--- src/rtl/ctr_m_pkg.sv ---
// ctr_m_pkg: shared M-stage codes, opcode/funct constants and the decoded-instruction record.
package ctr_m_pkg;
    localparam logic [1:0] T_ALU = 2'b01;
    localparam logic [1:0] T_DM  = 2'b10;
    localparam logic [1:0] T_PC  = 2'b00;
    localparam logic [4:0] RA_IDX = 5'd31;
    typedef enum logic [1:0] {
        WD_ALU = 2'b00,
        WD_DM  = 2'b01,
        WD_PC8 = 2'b10
    } wdsel_e;
    localparam logic [5:0] OP_RTYPE = 6'h00;
    localparam logic [5:0] OP_ORI   = 6'h0d;
    localparam logic [5:0] OP_LUI   = 6'h0f;
    localparam logic [5:0] OP_LW    = 6'h23;
    localparam logic [5:0] OP_SW    = 6'h2b;
    localparam logic [5:0] OP_BEQ   = 6'h04;
    localparam logic [5:0] OP_J     = 6'h02;
    localparam logic [5:0] OP_JAL   = 6'h03;
    localparam logic [5:0] FN_ADDU  = 6'h21;
    localparam logic [5:0] FN_SUBU  = 6'h23;
    localparam logic [5:0] FN_JR    = 6'h08;
    typedef struct packed {
        logic addu;
        logic subu;
        logic ori;
        logic lui;
        logic lw;
        logic sw;
        logic beq;
        logic j;
        logic jal;
        logic jr;
    } instr_t;
    // Tnew counts down one per stage and never goes below zero.
    function automatic logic [1:0] tnew_dec(input logic [1:0] t);
        return (t == T_PC) ? T_PC : t - 2'd1;
    endfunction
endpackage

--- src/rtl/ctr_m_if.sv ---
// ctr_m_if: E-to-M instruction fields, W feedback and the M-stage control outputs.
interface ctr_m_if;
    logic [5:0] op_23;
    logic [5:0] func_23;
    logic [4:0] rt_23;
    logic [4:0] rd_23;
    logic       RegWr_E;
    logic [1:0] Tnew_E;
    logic [4:0] A3_W;
    logic       RegWr_W;
    logic [5:0] op_34;
    logic [5:0] func_34;
    logic [4:0] rt_34;
    logic [4:0] A3_M;
    logic       RegWr_M;
    logic       MemWr;
    logic [1:0] WDsel_M;
    logic [1:0] Tnew_M;
    logic       MF_WD_M;
    modport master (
        output op_23, func_23, rt_23, rd_23, RegWr_E, Tnew_E, A3_W, RegWr_W,
        input  op_34, func_34, rt_34, A3_M, RegWr_M, MemWr, WDsel_M, Tnew_M, MF_WD_M
    );
    modport slave (
        input  op_23, func_23, rt_23, rd_23, RegWr_E, Tnew_E, A3_W, RegWr_W,
        output op_34, func_34, rt_34, A3_M, RegWr_M, MemWr, WDsel_M, Tnew_M, MF_WD_M
    );
endinterface

--- src/rtl/ctr_m_dec.sv ---
// ctr_m_dec: opcode/funct to one-hot instruction flags.
module ctr_m_dec
    import ctr_m_pkg::*;
(
    input  logic [5:0] op,
    input  logic [5:0] func,
    output instr_t     ins
);
    logic r_type;
    assign r_type   = (op == OP_RTYPE);
    assign ins.addu = r_type && (func == FN_ADDU);
    assign ins.subu = r_type && (func == FN_SUBU);
    assign ins.jr   = r_type && (func == FN_JR);
    assign ins.ori  = (op == OP_ORI);
    assign ins.lui  = (op == OP_LUI);
    assign ins.lw   = (op == OP_LW);
    assign ins.sw   = (op == OP_SW);
    assign ins.beq  = (op == OP_BEQ);
    assign ins.j    = (op == OP_J);
    assign ins.jal  = (op == OP_JAL);
endmodule

--- src/rtl/ctr_m.sv ---
// ctr_m: M-stage control; registers the E instruction and derives DM, write-back and hazard controls.
module ctr_m
    import ctr_m_pkg::*;
(
    input logic   clk,
    input logic   reset,
    ctr_m_if.slave bus
);
    logic [5:0] op_r;
    logic [5:0] func_r;
    logic [4:0] rt_r;
    logic [4:0] rd_r;
    logic       regwr_r;
    logic [1:0] tnew_r;
    instr_t     ins;
    logic       is_ctrl;
    always_ff @(posedge clk) begin
        if (reset) begin
            op_r    <= '0;
            func_r  <= '0;
            rt_r    <= '0;
            rd_r    <= '0;
            regwr_r <= 1'b0;
            tnew_r  <= '0;
        end else begin
            op_r    <= bus.op_23;
            func_r  <= bus.func_23;
            rt_r    <= bus.rt_23;
            rd_r    <= bus.rd_23;
            regwr_r <= bus.RegWr_E;
            tnew_r  <= bus.Tnew_E;
        end
    end
    ctr_m_dec u_dec (
        .op   (op_r),
        .func (func_r),
        .ins  (ins)
    );
    // Control transfers other than jal have no destination register.
    assign is_ctrl = ins.beq | ins.j | ins.jr;
    assign bus.op_34   = op_r;
    assign bus.func_34 = func_r;
    assign bus.rt_34   = rt_r;
    assign bus.A3_M    = is_ctrl                        ? 5'd0 :
                         (ins.addu | ins.subu)          ? rd_r :
                         (ins.ori | ins.lui | ins.lw)   ? rt_r :
                         ins.jal                        ? RA_IDX : 5'd0;
    assign bus.RegWr_M = regwr_r && (bus.A3_M != 5'd0);
    assign bus.MemWr   = ins.sw;
    assign bus.WDsel_M = ins.lw ? WD_DM : ins.jal ? WD_PC8 : WD_ALU;
    assign bus.Tnew_M  = tnew_dec(tnew_r);
    assign bus.MF_WD_M = ins.sw && bus.RegWr_W && (bus.A3_W == rt_r) && (bus.A3_W != 5'd0);
endmodule

--- src/flat_wrapper.sv ---
// flat-port wrapper written by rule: the top's interface ports become plain ports
module ctr_m_flat import ctr_m_pkg::*;
  (clk, reset, bus_op_23, bus_func_23, bus_rt_23, bus_rd_23, bus_RegWr_E, bus_Tnew_E, bus_A3_W, bus_RegWr_W, bus_op_34, bus_func_34, bus_rt_34, bus_A3_M, bus_RegWr_M, bus_MemWr, bus_WDsel_M, bus_Tnew_M, bus_MF_WD_M);
  ctr_m_if bus_i ();
  input logic clk;
  input logic reset;
  input wire logic [$bits(bus_i.op_23)-1:0] bus_op_23;
  input wire logic [$bits(bus_i.func_23)-1:0] bus_func_23;
  input wire logic [$bits(bus_i.rt_23)-1:0] bus_rt_23;
  input wire logic [$bits(bus_i.rd_23)-1:0] bus_rd_23;
  input wire logic [$bits(bus_i.RegWr_E)-1:0] bus_RegWr_E;
  input wire logic [$bits(bus_i.Tnew_E)-1:0] bus_Tnew_E;
  input wire logic [$bits(bus_i.A3_W)-1:0] bus_A3_W;
  input wire logic [$bits(bus_i.RegWr_W)-1:0] bus_RegWr_W;
  output wire logic [$bits(bus_i.op_34)-1:0] bus_op_34;
  output wire logic [$bits(bus_i.func_34)-1:0] bus_func_34;
  output wire logic [$bits(bus_i.rt_34)-1:0] bus_rt_34;
  output wire logic [$bits(bus_i.A3_M)-1:0] bus_A3_M;
  output wire logic [$bits(bus_i.RegWr_M)-1:0] bus_RegWr_M;
  output wire logic [$bits(bus_i.MemWr)-1:0] bus_MemWr;
  output wire logic [$bits(bus_i.WDsel_M)-1:0] bus_WDsel_M;
  output wire logic [$bits(bus_i.Tnew_M)-1:0] bus_Tnew_M;
  output wire logic [$bits(bus_i.MF_WD_M)-1:0] bus_MF_WD_M;
  assign bus_i.op_23 = bus_op_23;
  assign bus_i.func_23 = bus_func_23;
  assign bus_i.rt_23 = bus_rt_23;
  assign bus_i.rd_23 = bus_rd_23;
  assign bus_i.RegWr_E = bus_RegWr_E;
  assign bus_i.Tnew_E = bus_Tnew_E;
  assign bus_i.A3_W = bus_A3_W;
  assign bus_i.RegWr_W = bus_RegWr_W;
  assign bus_op_34 = bus_i.op_34;
  assign bus_func_34 = bus_i.func_34;
  assign bus_rt_34 = bus_i.rt_34;
  assign bus_A3_M = bus_i.A3_M;
  assign bus_RegWr_M = bus_i.RegWr_M;
  assign bus_MemWr = bus_i.MemWr;
  assign bus_WDsel_M = bus_i.WDsel_M;
  assign bus_Tnew_M = bus_i.Tnew_M;
  assign bus_MF_WD_M = bus_i.MF_WD_M;
  ctr_m u_core (.clk(clk), .reset(reset), .bus(bus_i));
endmodule
--- config.mk ---
export PLATFORM = sky130hd
export DESIGN_NAME = ctr_m_flat
export DESIGN_NICKNAME = d
export VERILOG_FILES = /design/src/rtl/ctr_m_pkg.sv /design/src/rtl/ctr_m_if.sv /design/src/rtl/ctr_m_dec.sv /design/src/rtl/ctr_m.sv /design/src/flat_wrapper.sv
export SDC_FILE = /design/constraint.sdc
export NUM_CORES = 1
export LEC_CHECK = 0
export ABC_AREA = 1
export CORE_MARGIN = 4
export CORE_UTILIZATION = 34
export CTS_BUF_LIST = sky130_fd_sc_hd__clkbuf_16
export DETAILED_ROUTE_END_ITERATION = 16
export PLACE_DENSITY = 0.75
export RECOVER_POWER = 100
export SLEW_MARGIN = 20
export SYNTH_ARGS = -nofsm -noshare
export SYNTH_HDL_FRONTEND = slang
export SYNTH_SLANG_ARGS = --single-unit
--- constraint.sdc ---
create_clock -name clk -period 1.5 [get_ports clk]
set_clock_uncertainty 0.2 [all_clocks]
set_input_delay 0.3 -clock clk [delete_from_list [all_inputs] [get_ports clk]]
set_output_delay 0.3 -clock clk [all_outputs]
set_load 0.1 [all_outputs]
Word level (Yosys, flattened, before mapping)
Index checks and enable logic that the tools add are counted.
- bits in registers: 25
- bits of input ports: 33
- output and inout port bits: 29
- word-level logic and storage cells: 41
- add/sub/neg operators: 1
- eq/ne operators: 11
- muxes and demuxes: 7
- bitwise logic cells: 5
- reduce and logical (&&, ||, !) cells: 11
- operator list (kind ; number):
    $eq A6 B6 Y1 const B ; 4
    $mux W5 ; 4
    $eq A6 B4 Y1 const B ; 3
    $eq A6 B2 Y1 const B ; 2
    $reduce_bool A5 Y1 ; 2
    $logic_and A1 B1 Y1 ; 7
    $eq A6 B3 Y1 const B ; 1
    $logic_not A6 Y1 ; 1
    $mux W2 ; 3
    $eq A5 B5 Y1 ; 1
    $or A1 B1 Y1 ; 5
    $logic_not A2 Y1 ; 1
    $sub A2 B1 Y2 const B ; 1

Depth between registers and ports, before layout
- depth in word-level cells: 8
- depth in mapped cells: 10

Hierarchy
Synthesis repeated with hierarchy kept, for this count alone.
- cell total of the unflattened synthesis: 182
- area total of the unflattened synthesis: 1192.4 um^2
- modules (own cells, without submodules) (module ; instances ; cells an instance ; area an instance (um^2) ; sequential area each (um^2)):
    ctr_m ; 1 ; 144 ; 1018.5 ; 500.5
    ctr_m_dec ; 1 ; 38 ; 173.9 ; 0.0

Least setup slack after synthesis
OpenSTA, ideal clock, no wires.
- kind: register to output
- start: register u_core.op_r[5] (netlist: u_core.bus.op_34[5])
- end: output bus_MF_WD_M
- arrival: 4.104 ns
- required time: 1.000 ns
- path slack: -3.104 ns
- cell stages (with the launch flop): 7
- buffers on the path: 0
- path through: dfxtp_1 -> inv_1 -> nor2_1 -> nand3b_1 -> nor2_1 -> nand4_1 -> nor2_1
- word-level cells in the longest chain between the ends: 4
- ends and longest elaborated chain (item ; line ; RTL):
    start: declaration ; ctr_m.sv:9 ; logic [5:0] op_r;
    start signal: assignment ; ctr_m.sv:26 ; op_r <= bus.op_23;
    $eq A6 B6 Y1 ; ctr_m_dec.sv:17 ; assign ins.sw = (op == OP_SW);
    net bus_MemWr ; flat_wrapper.sv:20 ; output wire logic [$bits(bus_i.MemWr)-1:0] bus_MemWr;
    $logic_and A1 B1 Y1 (3 in series) ; ctr_m.sv:52 ; assign bus.MF_WD_M = ins.sw && bus.RegWr_W && (bus.A3_W == rt_r) && (bus.A3_W != 5'd0);
    end: declaration ; flat_wrapper.sv:23 ; output wire logic [$bits(bus_i.MF_WD_M)-1:0] bus_MF_WD_M;
The timed path passes the listed nets, and every way through them passes these cells.

Final worst setup path
- start: register u_core.op_r[4] (netlist: u_core.bus.op_34[4])
- end: output bus_RegWr_M
- word-level cells in the longest chain between the ends: 8
- elaborated cells between the ends (all ways): 21
- classes of those cells: eq/ne (6); mux (4); bitwise (5); reduce/logical (6)
- ends and longest elaborated chain (item ; line ; RTL):
    $eq A6 B4 Y1 (on tied branches) ; ctr_m_dec.sv:14, ctr_m_dec.sv:15 ;
    $or A1 B1 Y1 (2 in series) ; ctr_m.sv:46 ; (ins.ori | ins.lui | ins.lw) ? rt_r :
    $mux W5 ; ctr_m.sv:46 ;
    $mux W5 ; ctr_m.sv:45 ; (ins.addu | ins.subu) ? rd_r :
    $mux W5 * ; ctr_m.sv:44 ; assign bus.A3_M = is_ctrl ? 5'd0 :
    $reduce_bool A5 Y1 * ; ctr_m.sv:48 ; assign bus.RegWr_M = regwr_r && (bus.A3_M != 5'd0);
    $logic_and A1 B1 Y1 * ; ctr_m.sv:48 ;
    end: declaration ; flat_wrapper.sv:19 ; output wire logic [$bits(bus_i.RegWr_M)-1:0] bus_RegWr_M;
Mark *: on every way between the ends. The rest lies on a longest branch, timed or not.

==> flow_metrics.env <==
export IMPL_initial_core_util_pct=36.4
export IMPL_hold_class="input pin to register"
export IMPL_synth_cells=158
export IMPL_synth_warnings=0
export IMPL_setup_ws_ns=-0.642
export IMPL_clkSinkCount=25
export IMPL_max_slew_margin_rel_pct=67.9
export IMPL_hold_viol=0
export IMPL_final_common_cell="inv_1"
export IMPL_die_area_mm2=0.00431
export IMPL_synth_distinct_cells=22
export IMPL_totalPowerFinal_uw=1900
export IMPL_critPathMaxFanout=5
export IMPL_numCtsBuffers=3
export IMPL_cts_max_level=1
export IMPL_core_mm2=0.00310
export IMPL_via_count=1238
export IMPL_grt_antenna_before_repair=0
export IMPL_nets=282
export IMPL_grt_pass1_wl_um=6070
export IMPL_portBuffers=61
export IMPL_grt_usage_pct=18.8
export IMPL_antenna_cells_inserted=0
export IMPL_setup_viol_count_final=10
export IMPL_post_route_util_pct=81.8
export IMPL_endpoint_kind="output pin"
export IMPL_drt_wl_total_um=3750
export IMPL_ys_seq_elements=25
export IMPL_worst_setup_path_start_kind="register"
export IMPL_ys_seq_area_share_pct=44.3
export IMPL_routed_via_density=4.24
export IMPL_p_leak_uw=0.00119
export IMPL_clockBufferDepth=2
export IMPL_crit_arrival_ns=1.64
export IMPL_drive_gt1_share_pct=51.6
export IMPL_cp_data_required_time_ns=1.00
export IMPL_grt_max_degree=26
export IMPL_fill_cells=196
export IMPL_ant_nets=0
export IMPL_cts_clk_slew_worst_paths_ns=0.06
export IMPL_post_drt_wl_per_cell_um=12.8
export IMPL_dr_pass1_iters=4
export IMPL_drtIter0Drc=50
export IMPL_slew_viol_final=0
export IMPL_violations="negative setup slack"
export IMPL_drc=0
export IMPL_std_cell_rows=20
export IMPL_grt_pass1_vias=1325
export IMPL_io_pin_count=62
export IMPL_vdd_drop_max_mv=0.756
export IMPL_path_class="register to output pin"
export IMPL_syn_cell_area_mm2=0.00113
export IMPL_grt_overflow_total=0
export IMPL_layout_worst_path_cycle_share_pct=143
export IMPL_drv_cap=0
export IMPL_clock_root_buffer="clkbuf_16"
export IMPL_hpwlAfterDp_um=2750
export IMPL_die_x_um=65.6
export IMPL_syn_to_final_growth_pct=125
export IMPL_syn_num_nets=191
export IMPL_outcome="finished with violations"
export IMPL_max_freq_ghz=0.467
export IMPL_die_h_um=65.6
export IMPL_period_minus_slack_ns=2.14
export IMPL_cts_tree="done"
export IMPL_syn_mean_instance_area_um2=7.14
export IMPL_mostFrequentLayoutCells="inv_1 (38), clkdlybuf4s50_1 (29), nor2_1 (27)"
export IMPL_globalplace_congestion=0.717
export IMPL_worst_slew_pin_slew_ns=0.481
export IMPL_rsz0062_at_grt="yes"
export IMPL_dp_slack_ns=-0.574
export IMPL_p_per_area_mw_per_mm2=750
[sequential cells by signal (all words and copies together) (netlist names)]
register            cells
u_core.rd_r             5
u_core.bus.op_34        6
u_core.tnew_r           2
u_core.bus.func_34      6
u_core.regwr_r          1
u_core.bus.rt_34        5
[power by group]
group          switching, uW  leakage (uW)  internal, uW  total, uW
sequential              36.1      0.000216           694        730
clock                    225     0.0000423           356        581
combinational            353      0.000933           239        592
total                    614       0.00119          1290       1900
[cells by family (layout without fill, tap and decap cells)]
kind of cell	after synthesis	in the layout	synth area share [%]
compound gates	2	2	0.998
xor+xnor	2	2	1.55
buf+inv	51	141	17.0
flops	25	25	44.3
simple gates	78	78	36.1
[cells in the mapped netlist]
cell      instances  area share (%)
o22ai_1           1            0.55
nand2_2           3             1.7
dfxtp_1          25              44
nor3_1            1            0.44
nor2_1           34              11
nor2_2           13             7.2
inv_1            46              15
xnor2_1           1            0.78
clkbuf_1          3             1.0
nor4_1            1            0.55
nor2_8            1             1.8
nand3_2           3             2.7
o21ai_0           1            0.44
nand3_1           1            0.44
nand4_1           1            0.55
and2_4            1            0.78
xor2_1            1            0.78
nand2_8           1             1.8
nand3b_1          1            0.67
nand2_1          16             5.3
nand2_4           1             1.0
inv_2             2            0.67
[per-stage QoR]
step           hold WS (ns)  std cells  area, um2  setup TNS (ns)
3_5_place_dp          0.567        286       2450           -3.01
3_3_place_gp          0.567        286       2450           -2.73
5_1_grt               0.351        292       2540           -5.66
6_report              0.350        292       2540           -5.04
2_1_floorplan         0.197        158       1280           -5.19
4_1_cts               0.343        292       2640           -5.05
[final timing paths]
check	start	endpoint	slack [ns]	depth (start not counted)
max	u_core.bus.op_34[4]	bus_RegWr_M	-0.64	9
min	bus_op_23[4]	u_core.bus.op_34[4]	0.35	3
[worst max-delay path, cell delays in order (launching register included)]
cell,delay [ns]
dfxtp_4,0.36
nor2_4,0.12
and2_4,0.22
nand2_8,0.10
nor2_4,0.12
nor2_4,0.06
nand3_2,0.09
nor2_4,0.04
nor2_4,0.10
buf_12,0.18
[timing repair]
item / 4_1_cts / 5_1_grt
setup endpoints to repair: 10 / 12
hold buffers: 0 / 0
setup buffers: 3 / 0
resized for setup: 27 / 9
endpoints found under the hold margin: 0 / 0
pin swaps: 11 / 12
[layout make-up]
| type | instances | area [um2] | area share [%] |
|---|---|---|---|
| sequential | 25 | 549 | 21.6 |
| tap | 44 | 55.1 | 2.17 |
| inverter | 48 | 215 | 8.48 |
| clock buffer | 3 | 75.1 | 2.96 |
| clock inverter | 1 | 3.75 | 0.148 |
| multi-input combinational | 82 | 597 | 23.5 |
| timing repair buffer | 89 | 1040 | 41.1 |
[routing by layer]
layer / track usage [%] / up-vias / part of all wire (%)
met2: 35.7 / 45 / 54
li1: - / 626 / -
met3: 2.91 / 13 / 4.6
met4: 11.7 / 0 / 4.4
met5: 0 / - / 0
met1: 18.8 / 554 / 37
(Power assumes the default switching activity.)
